==> config.mk <==
export PLATFORM = sky130hd
export DESIGN_NAME = button_event_decoder
export DESIGN_NICKNAME = d
export VERILOG_FILES = /design/src/rtl/button_event_decoder_pkg.sv /design/src/rtl/button_event_decoder_ms_tick_timer.sv /design/src/rtl/button_event_decoder.sv
export SDC_FILE = /design/constraint.sdc
export NUM_CORES = 1
export LEC_CHECK = 0
export ABC_CLOCK_PERIOD_IN_PS = 2230
export CAP_MARGIN = 25
export CORE_ASPECT_RATIO = 1.25
export CORE_MARGIN = 5
export CORE_UTILIZATION = 53
export CTS_CLUSTER_DIAMETER = 100
export CTS_CLUSTER_SIZE = 8
export DETAILED_ROUTE_END_ITERATION = 16
export HOLD_SLACK_MARGIN = 0.1
export PLACE_DENSITY = 0.74
export SLEW_MARGIN = 40
export SYNTH_ARGS = -nofsm -noshare
export SYNTH_HDL_FRONTEND = slang
export SYNTH_SLANG_ARGS = --single-unit
==> constraint.sdc <==
create_clock -name clk -period 2.23 [get_ports clk]
set_clock_uncertainty 0.05 [all_clocks]
set_input_delay 0.446 -clock clk [delete_from_list [all_inputs] [get_ports clk]]
set_output_delay 0.446 -clock clk [all_outputs]
set_load 0.03 [all_outputs]
==> src/rtl/button_event_decoder_pkg.sv <==
// Shared constants and types for the push-button event decoder.
//   BUTTON_*     : default timebase / threshold values (25 MHz clk, 1 ms tick)
//   btn_state_e  : decoder FSM state encoding (3 bits)
//   btn_evt_t    : one-hot-ish bundle of the five event pulses
//   is_scored()  : true for the events that advance evt_cnt
package button_event_decoder_pkg;

  localparam int BUTTON_TICK_DIV  = 25000;
  localparam int BUTTON_LONG_MS   = 1000;
  localparam int BUTTON_DCLICK_MS = 300;
  localparam int BUTTON_CNT_W     = 12;

  typedef enum logic [2:0] {
    ST_IDLE  = 3'd0,
    ST_DOWN  = 3'd1,
    ST_LONG  = 3'd2,
    ST_GAP   = 3'd3,
    ST_DOWN2 = 3'd4
  } btn_state_e;

  typedef struct packed {
    logic press;
    logic rel;
    logic sclick;
    logic dclick;
    logic lhold;
  } btn_evt_t;

  function automatic logic is_scored(input btn_evt_t e);
    return e.sclick | e.dclick | e.lhold;
  endfunction

endpackage

==> src/rtl/button_event_decoder_ms_tick_timer.sv <==
// Millisecond timebase: a prescaler wrapping every TICK_DIV clk cycles and a
// saturating ms counter advanced on each wrap. Both clear on clr.
//   clk, reset_z : clock, async active-low reset
//   clr          : synchronous clear of prescaler and ms counter
//   tick         : high in the cycle the prescaler wraps (ms_cnt advances at
//                  the following edge); lets the caller act on the edge where
//                  ms_cnt reaches a threshold rather than one cycle later
//   ms_cnt       : elapsed whole ms since the last clear, saturating
module ms_tick_timer
  import button_event_decoder_pkg::*;
#(
  parameter int TICK_DIV = BUTTON_TICK_DIV,
  parameter int CNT_W    = BUTTON_CNT_W
) (
  input  logic             clk,
  input  logic             reset_z,
  input  logic             clr,
  output logic             tick,
  output logic [CNT_W-1:0] ms_cnt
);

  localparam int            PW         = (TICK_DIV > 1) ? $clog2(TICK_DIV) : 1;
  localparam logic [PW-1:0] PRESC_LAST = PW'(TICK_DIV - 1);

  logic [PW-1:0] presc;

  assign tick = (presc == PRESC_LAST);

  always_ff @(posedge clk or negedge reset_z) begin
    if (!reset_z) begin
      presc  <= '0;
      ms_cnt <= '0;
    end else if (clr) begin
      presc  <= '0;
      ms_cnt <= '0;
    end else if (tick) begin
      presc <= '0;
      if (ms_cnt != '1) ms_cnt <= ms_cnt + CNT_W'(1);
    end else begin
      presc <= presc + PW'(1);
    end
  end

endmodule

==> src/rtl/button_event_decoder.sv <==
// Push-button event decoder: turns the debounced active-low button level into
// single-cycle press / release / short-click / double-click / long-hold pulses
// and counts the click/hold events.
//   clk, reset_z : clock, async active-low reset
//   btn_z        : debounced button level, 0 = pressed
//   enable       : 0 holds the FSM in IDLE and suppresses all pulses
//   held         : registered ~btn_z
//   press_p, release_p, short_p, double_p, long_p : registered 1-cycle pulses
//   evt_cnt      : wrapping count of short/double/long events
module button_event_decoder
  import button_event_decoder_pkg::*;
#(
  parameter int TICK_DIV  = BUTTON_TICK_DIV,
  parameter int LONG_MS   = BUTTON_LONG_MS,
  parameter int DCLICK_MS = BUTTON_DCLICK_MS,
  parameter int CNT_W     = BUTTON_CNT_W
) (
  input  logic       clk,
  input  logic       reset_z,
  input  logic       btn_z,
  input  logic       enable,
  output logic       held,
  output logic       press_p,
  output logic       release_p,
  output logic       short_p,
  output logic       double_p,
  output logic       long_p,
  output logic [7:0] evt_cnt
);

  localparam logic [CNT_W-1:0] LONG_LAST   = CNT_W'(LONG_MS - 1);
  localparam logic [CNT_W-1:0] DCLICK_LAST = CNT_W'(DCLICK_MS - 1);

  logic             btn_d;
  logic             press_e, rel_e;
  btn_state_e       state, state_n;
  btn_evt_t         evt_n, evt_q;
  logic             tick, clr;
  logic [CNT_W-1:0] ms_cnt;
  logic             long_hit, gap_hit;

  // Edges are judged against the previous sample so the registered pulse
  // lands one cycle after btn_z is first seen at its new level.
  assign press_e = btn_d & ~btn_z;
  assign rel_e   = ~btn_d & btn_z;

  // "Reaches" means ms_cnt becomes the threshold at this edge, so the pulse
  // lands exactly threshold*TICK_DIV cycles after the entering edge.
  assign long_hit = tick & (ms_cnt == LONG_LAST);
  assign gap_hit  = tick & (ms_cnt == DCLICK_LAST);

  // Every state change restarts the timebase; disable keeps it parked at 0.
  assign clr = ~enable | (state_n != state);

  ms_tick_timer #(
    .TICK_DIV (TICK_DIV),
    .CNT_W    (CNT_W)
  ) u_timer (
    .clk     (clk),
    .reset_z (reset_z),
    .clr     (clr),
    .tick    (tick),
    .ms_cnt  (ms_cnt)
  );

  always_ff @(posedge clk or negedge reset_z) begin
    if (!reset_z) begin
      btn_d <= 1'b1;
      held  <= 1'b0;
    end else begin
      btn_d <= btn_z;
      held  <= ~btn_z;
    end
  end

  // FSM: state register
  always_ff @(posedge clk or negedge reset_z) begin
    if (!reset_z) state <= ST_IDLE;
    else          state <= state_n;
  end

  // FSM: next state
  always_comb begin
    state_n = state;
    if (!enable) begin
      state_n = ST_IDLE;
    end else begin
      case (state)
        ST_IDLE:  if (press_e) state_n = ST_DOWN;
        ST_DOWN: begin
          // release coinciding with expiry counts as a finished long hold
          if (rel_e)         state_n = long_hit ? ST_IDLE : ST_GAP;
          else if (long_hit) state_n = ST_LONG;
        end
        ST_LONG:  if (rel_e) state_n = ST_IDLE;
        ST_GAP: begin
          // a press on the expiry cycle still wins as a double-click
          if (press_e)      state_n = ST_DOWN2;
          else if (gap_hit) state_n = ST_IDLE;
        end
        ST_DOWN2: if (rel_e) state_n = ST_IDLE;
        default:  state_n = ST_IDLE;
      endcase
    end
  end

  // FSM: outputs (next-cycle pulse values)
  always_comb begin
    evt_n = '0;
    if (enable) begin
      case (state)
        ST_IDLE:  evt_n.press = press_e;
        ST_DOWN: begin
          evt_n.rel   = rel_e;
          evt_n.lhold = long_hit;
        end
        ST_LONG:  evt_n.rel = rel_e;
        ST_GAP: begin
          evt_n.press  = press_e;
          evt_n.dclick = press_e;
          evt_n.sclick = gap_hit & ~press_e;
        end
        ST_DOWN2: evt_n.rel = rel_e;
        default:  evt_n = '0;
      endcase
    end
  end

  always_ff @(posedge clk or negedge reset_z) begin
    if (!reset_z) begin
      evt_q   <= '0;
      evt_cnt <= '0;
    end else begin
      evt_q   <= evt_n;
      evt_cnt <= evt_cnt + {7'd0, is_scored(evt_q)};
    end
  end

  assign press_p   = evt_q.press;
  assign release_p = evt_q.rel;
  assign short_p   = evt_q.sclick;
  assign double_p  = evt_q.dclick;
  assign long_p    = evt_q.lhold;

endmodule

==> results.tsv <==
stage	metric	value	unit
clock_tree	Clock Tree Buf Depth	2	
yosys	Netlist Area Pre-Place	2618	um2
run_status	failing checks	negative setup slack	
sta	Achievable Freq	410.2	MHz
yosys	Synth Flop Type	dfrtp_1	
yosys	Post-Synth Adder-Cell Area	0.01912	
clock_tree	Clock Sinks	45	
route	DR vias/cell	6.390	
power	Clk pwr share	0.308	
yosys	largest family of logic cells by synthesized area	simple AND/OR/NAND/NOR gates	
clock_tree	root buf cell	clkbuf_8	
clock_tree	TritonCTS Buffers	5	
yosys	Synth Area in XOR/XNOR	0.1071	
final_layout	Final #Nets	334	
min_path	HP Class	input port to flip-flop	
sta	RSZ-0062 raised after global routing	true	
final_layout	most frequent cells in the layout	buf_4, dfrtp_1, xnor2_1	
run	max-cap violations	0	
setup_path	crit path capture type	flip-flop	
setup_path	critical path data required time	2.37	ns
final_layout	Post-Layout Cell Count	387	
final_layout	fillers	265	
global_routing	grt ovf	0	
route	number of detailed-route iterations in the first pass	4	
setup_path	CP max FO	11	
power	combinational power share	0.197	
sta	final hold violations	0	
power	Reg power frac	0.494	
route	Routed wire per std cell	21.80	um
yosys	Post-Synthesis Net Count	244	
clock_tree	CTS tree	built	
sta	Tcrit/Tclk final	1.093	
global_routing	antenna violations before repair	0	
sta	final setup vio count	28	
placed_design	placed cells	359	
setup_path	Setup crit start kind	flip-flop	
route	Iter 0 DRT Violations	221	
setup_path	CP arrival	2.58	ns
yosys	ys async rst share	1.000	
floorplan	Die Area	6453	um2
min_path	hold path depth	2	
placed_design	GPL Wtd Cong	0.8321	
floorplan	I/O pin count	18	
final_layout	commonest non-fill, non-tap cell in the layout	buf_4	
sta	Slew HR	0.6225	
setup_path	WS Path Type	flip-flop to flip-flop	
yosys	Post-synth EDFFs	0	
power	switch share	0.2889	
power	leakage	1.550	nW
route	post-route ant nets	0	
final_layout	Layout area overhead	43.36	%
final_layout	diode count	0	
yosys	Syn Area/Cell	11.09	um2
global_routing	pin count of the biggest net entering global routing	25	
setup_path	FF-to-FF path depth	7	
global_routing	total track usage	0.2558	
floorplan	row count	28	
floorplan	Die Ht	88.57	um
floorplan	CORE AREA	4765	um2
power	NetSw	0.4914	mW
floorplan	Starting Density	0.5494	
sta	final setup TNS	-3.732	ns
yosys	Synth cell types	50	
yosys	Synth Register Bits	45	
final_layout	multi-input logic area	1474	um2
sta	fin. max-slew vios	0	
yosys	simple-gate share of the synthesized area	0.2012	
yosys	sequential-to-total area share from yosys stat	0.4307	
yosys	Post-Synthesis Cells	236	
final_layout	share of cells above drive strength 1	0.4006	
power	internal power	1.209	mW
global_routing	number of global-route vias before repair	2489	
run_status	status	complete, but fails checks	
yosys	synth warn	0	
clock_tree	worst-skew pair later-pin latency	0.31	ns
yosys	Compound-Gate Fraction of Synth Area	0.1912	
yosys	post-synthesis mux area share	0	
route	final WL	8438	um
floorplan	DIE WIDTH	72.86	um
power	power consumption	1.701	mW
final_layout	Final Util	0.7876	
power	Cell Pwr Density	453.3	nW/um2
clock_tree	H-tree depth	2	
sta	final setup margin	-0.2076	ns
final_layout	Register Area	1127	um2
global_routing	wire length of the first global-routing pass	12430	um
placed_design	I/O Buffers	17	
clock_tree	clock-pin slew on the worst setup and hold paths	0.09	ns
power	peak supply drop	0.2219	mV
placed_design	DP HPWL	4395	um
sta	worst slew pin tran	0.5584	ns
route	routed via count	2473	
sta	minimum clock period	2.438	ns
route	Post-route DRC	0	
==> cell families after synthesis <==
logic type / after synthesis
adders and majority gates: 4
buffers and inverters: 20
xor gates and xnor gates: 32
and+or+nand+nor: 89
DFF: 45
AOI/OAI and AO/OA: 46
==> flip-flops by register name, summed over array words and instances (netlist names) <==
| name | cells |
|---|---|
| btn_d | 1 |
| double_p | 1 |
| evt_cnt | 8 |
| held | 1 |
| long_p | 1 |
| press_p | 1 |
| release_p | 1 |
| short_p | 1 |
| state | 3 |
| u_timer.ms_cnt | 12 |
| u_timer.presc | 15 |
==> final cells by class <==
type,instances,share of cell area
inverter,5,0.005002
tap,60,0.02001
multi-input combinational,171,0.3928
clock inverter,3,0.006002
timing repair buffer,98,0.2574
sequential,45,0.3004
clock buffer,5,0.01834
==> through the flow <==
stage / cell area (um2) / setup WS, ns / hold WS (ns)
floorplan: 2631 / 0.007311 / 0.1004
global placement: 3284 / -0.1890 / 0.3962
detailed placement: 3284 / -0.2819 / 0.4003
CTS: 3612 / -0.1250 / 0.4391
global route: 3752 / -0.2476 / 0.3996
finish: 3752 / -0.2076 / 0.3876
==> critical path, stage by stage, from the launching register on <==
cell and delay, ns:
dfrtp_1 0.44, ha_4 0.18, nand2_2 0.06, or3_4 0.33, o31a_1 0.31, or3_4 0.36, buf_12 0.17, a2111oi_4 0.41
==> power groups by stage <==
stage	logic, mW	registers, mW	clock network, mW
finish	0.335	0.841	0.525
global route	0.352	0.842	0.571
CTS	0.301	0.838	0.527
detailed placement	0.247	0.855	0
global placement	0.242	0.854	0
floorplan	0.130	0.863	0
==> synthesized netlist by cell type (2+ instances only) <==
master,instances,area [um2]
dfrtp_1,44,1101
xnor2_1,23,201.4
a211oi_2,20,250.2
nand2_1,16,60.06
nor2_1,11,41.29
nand3_1,10,50.05
nor4_1,9,56.30
xor2_1,9,78.83
nand4_1,8,50.05
and3_1,5,31.28
and4_1,5,43.79
inv_1,5,18.77
a2111oi_2,4,60.06
buf_2,4,20.02
buf_6,4,45.04
ha_1,4,50.05
nor3_1,4,20.02
nor4b_1,4,35.03
o21ai_0,4,20.02
clkbuf_1,3,11.26
nor2b_1,3,18.77
or3_1,3,18.77
a21oi_1,2,10.01
a32oi_1,2,17.52
buf_1,2,7.510
buf_8,2,30.03
nor3b_1,2,15.01
or4_1,2,15.01
==> worst paths after layout <==
path / startpoint / slack (ns) / end
worst max-delay path: u_timer.ms_cnt[1] / -0.21 / u_timer.presc[7]
worst min-delay path: btn_z / 0.39 / btn_d
worst max register to register: u_timer.ms_cnt[1] / -0.21 / u_timer.presc[7]
worst min register to register: evt_cnt[7] / 0.44 / evt_cnt[7]
max in group asynchronous: reset_z / 0.87 / btn_d
min in group asynchronous: reset_z / 0.62 / evt_cnt[0]
==> layer usage <==
layer,up-vias,GRT usage,share of wire
li1,1074,-,-
met1,1217,0.2962,0.39
met2,129,0.4343,0.49
met3,53,0.05795,0.061
met4,0,0.1426,0.062
met5,-,0,0
==> timing repair <==
action,in CTS,in global routing
hold endpoints to repair,22,0
gates resized for setup,14,12
setup buffers,8,8
pin swaps,7,8
hold buffers,1,0
setup endpoints to repair,27,29
cloned,3,0
(Power assumes the default switching activity.)
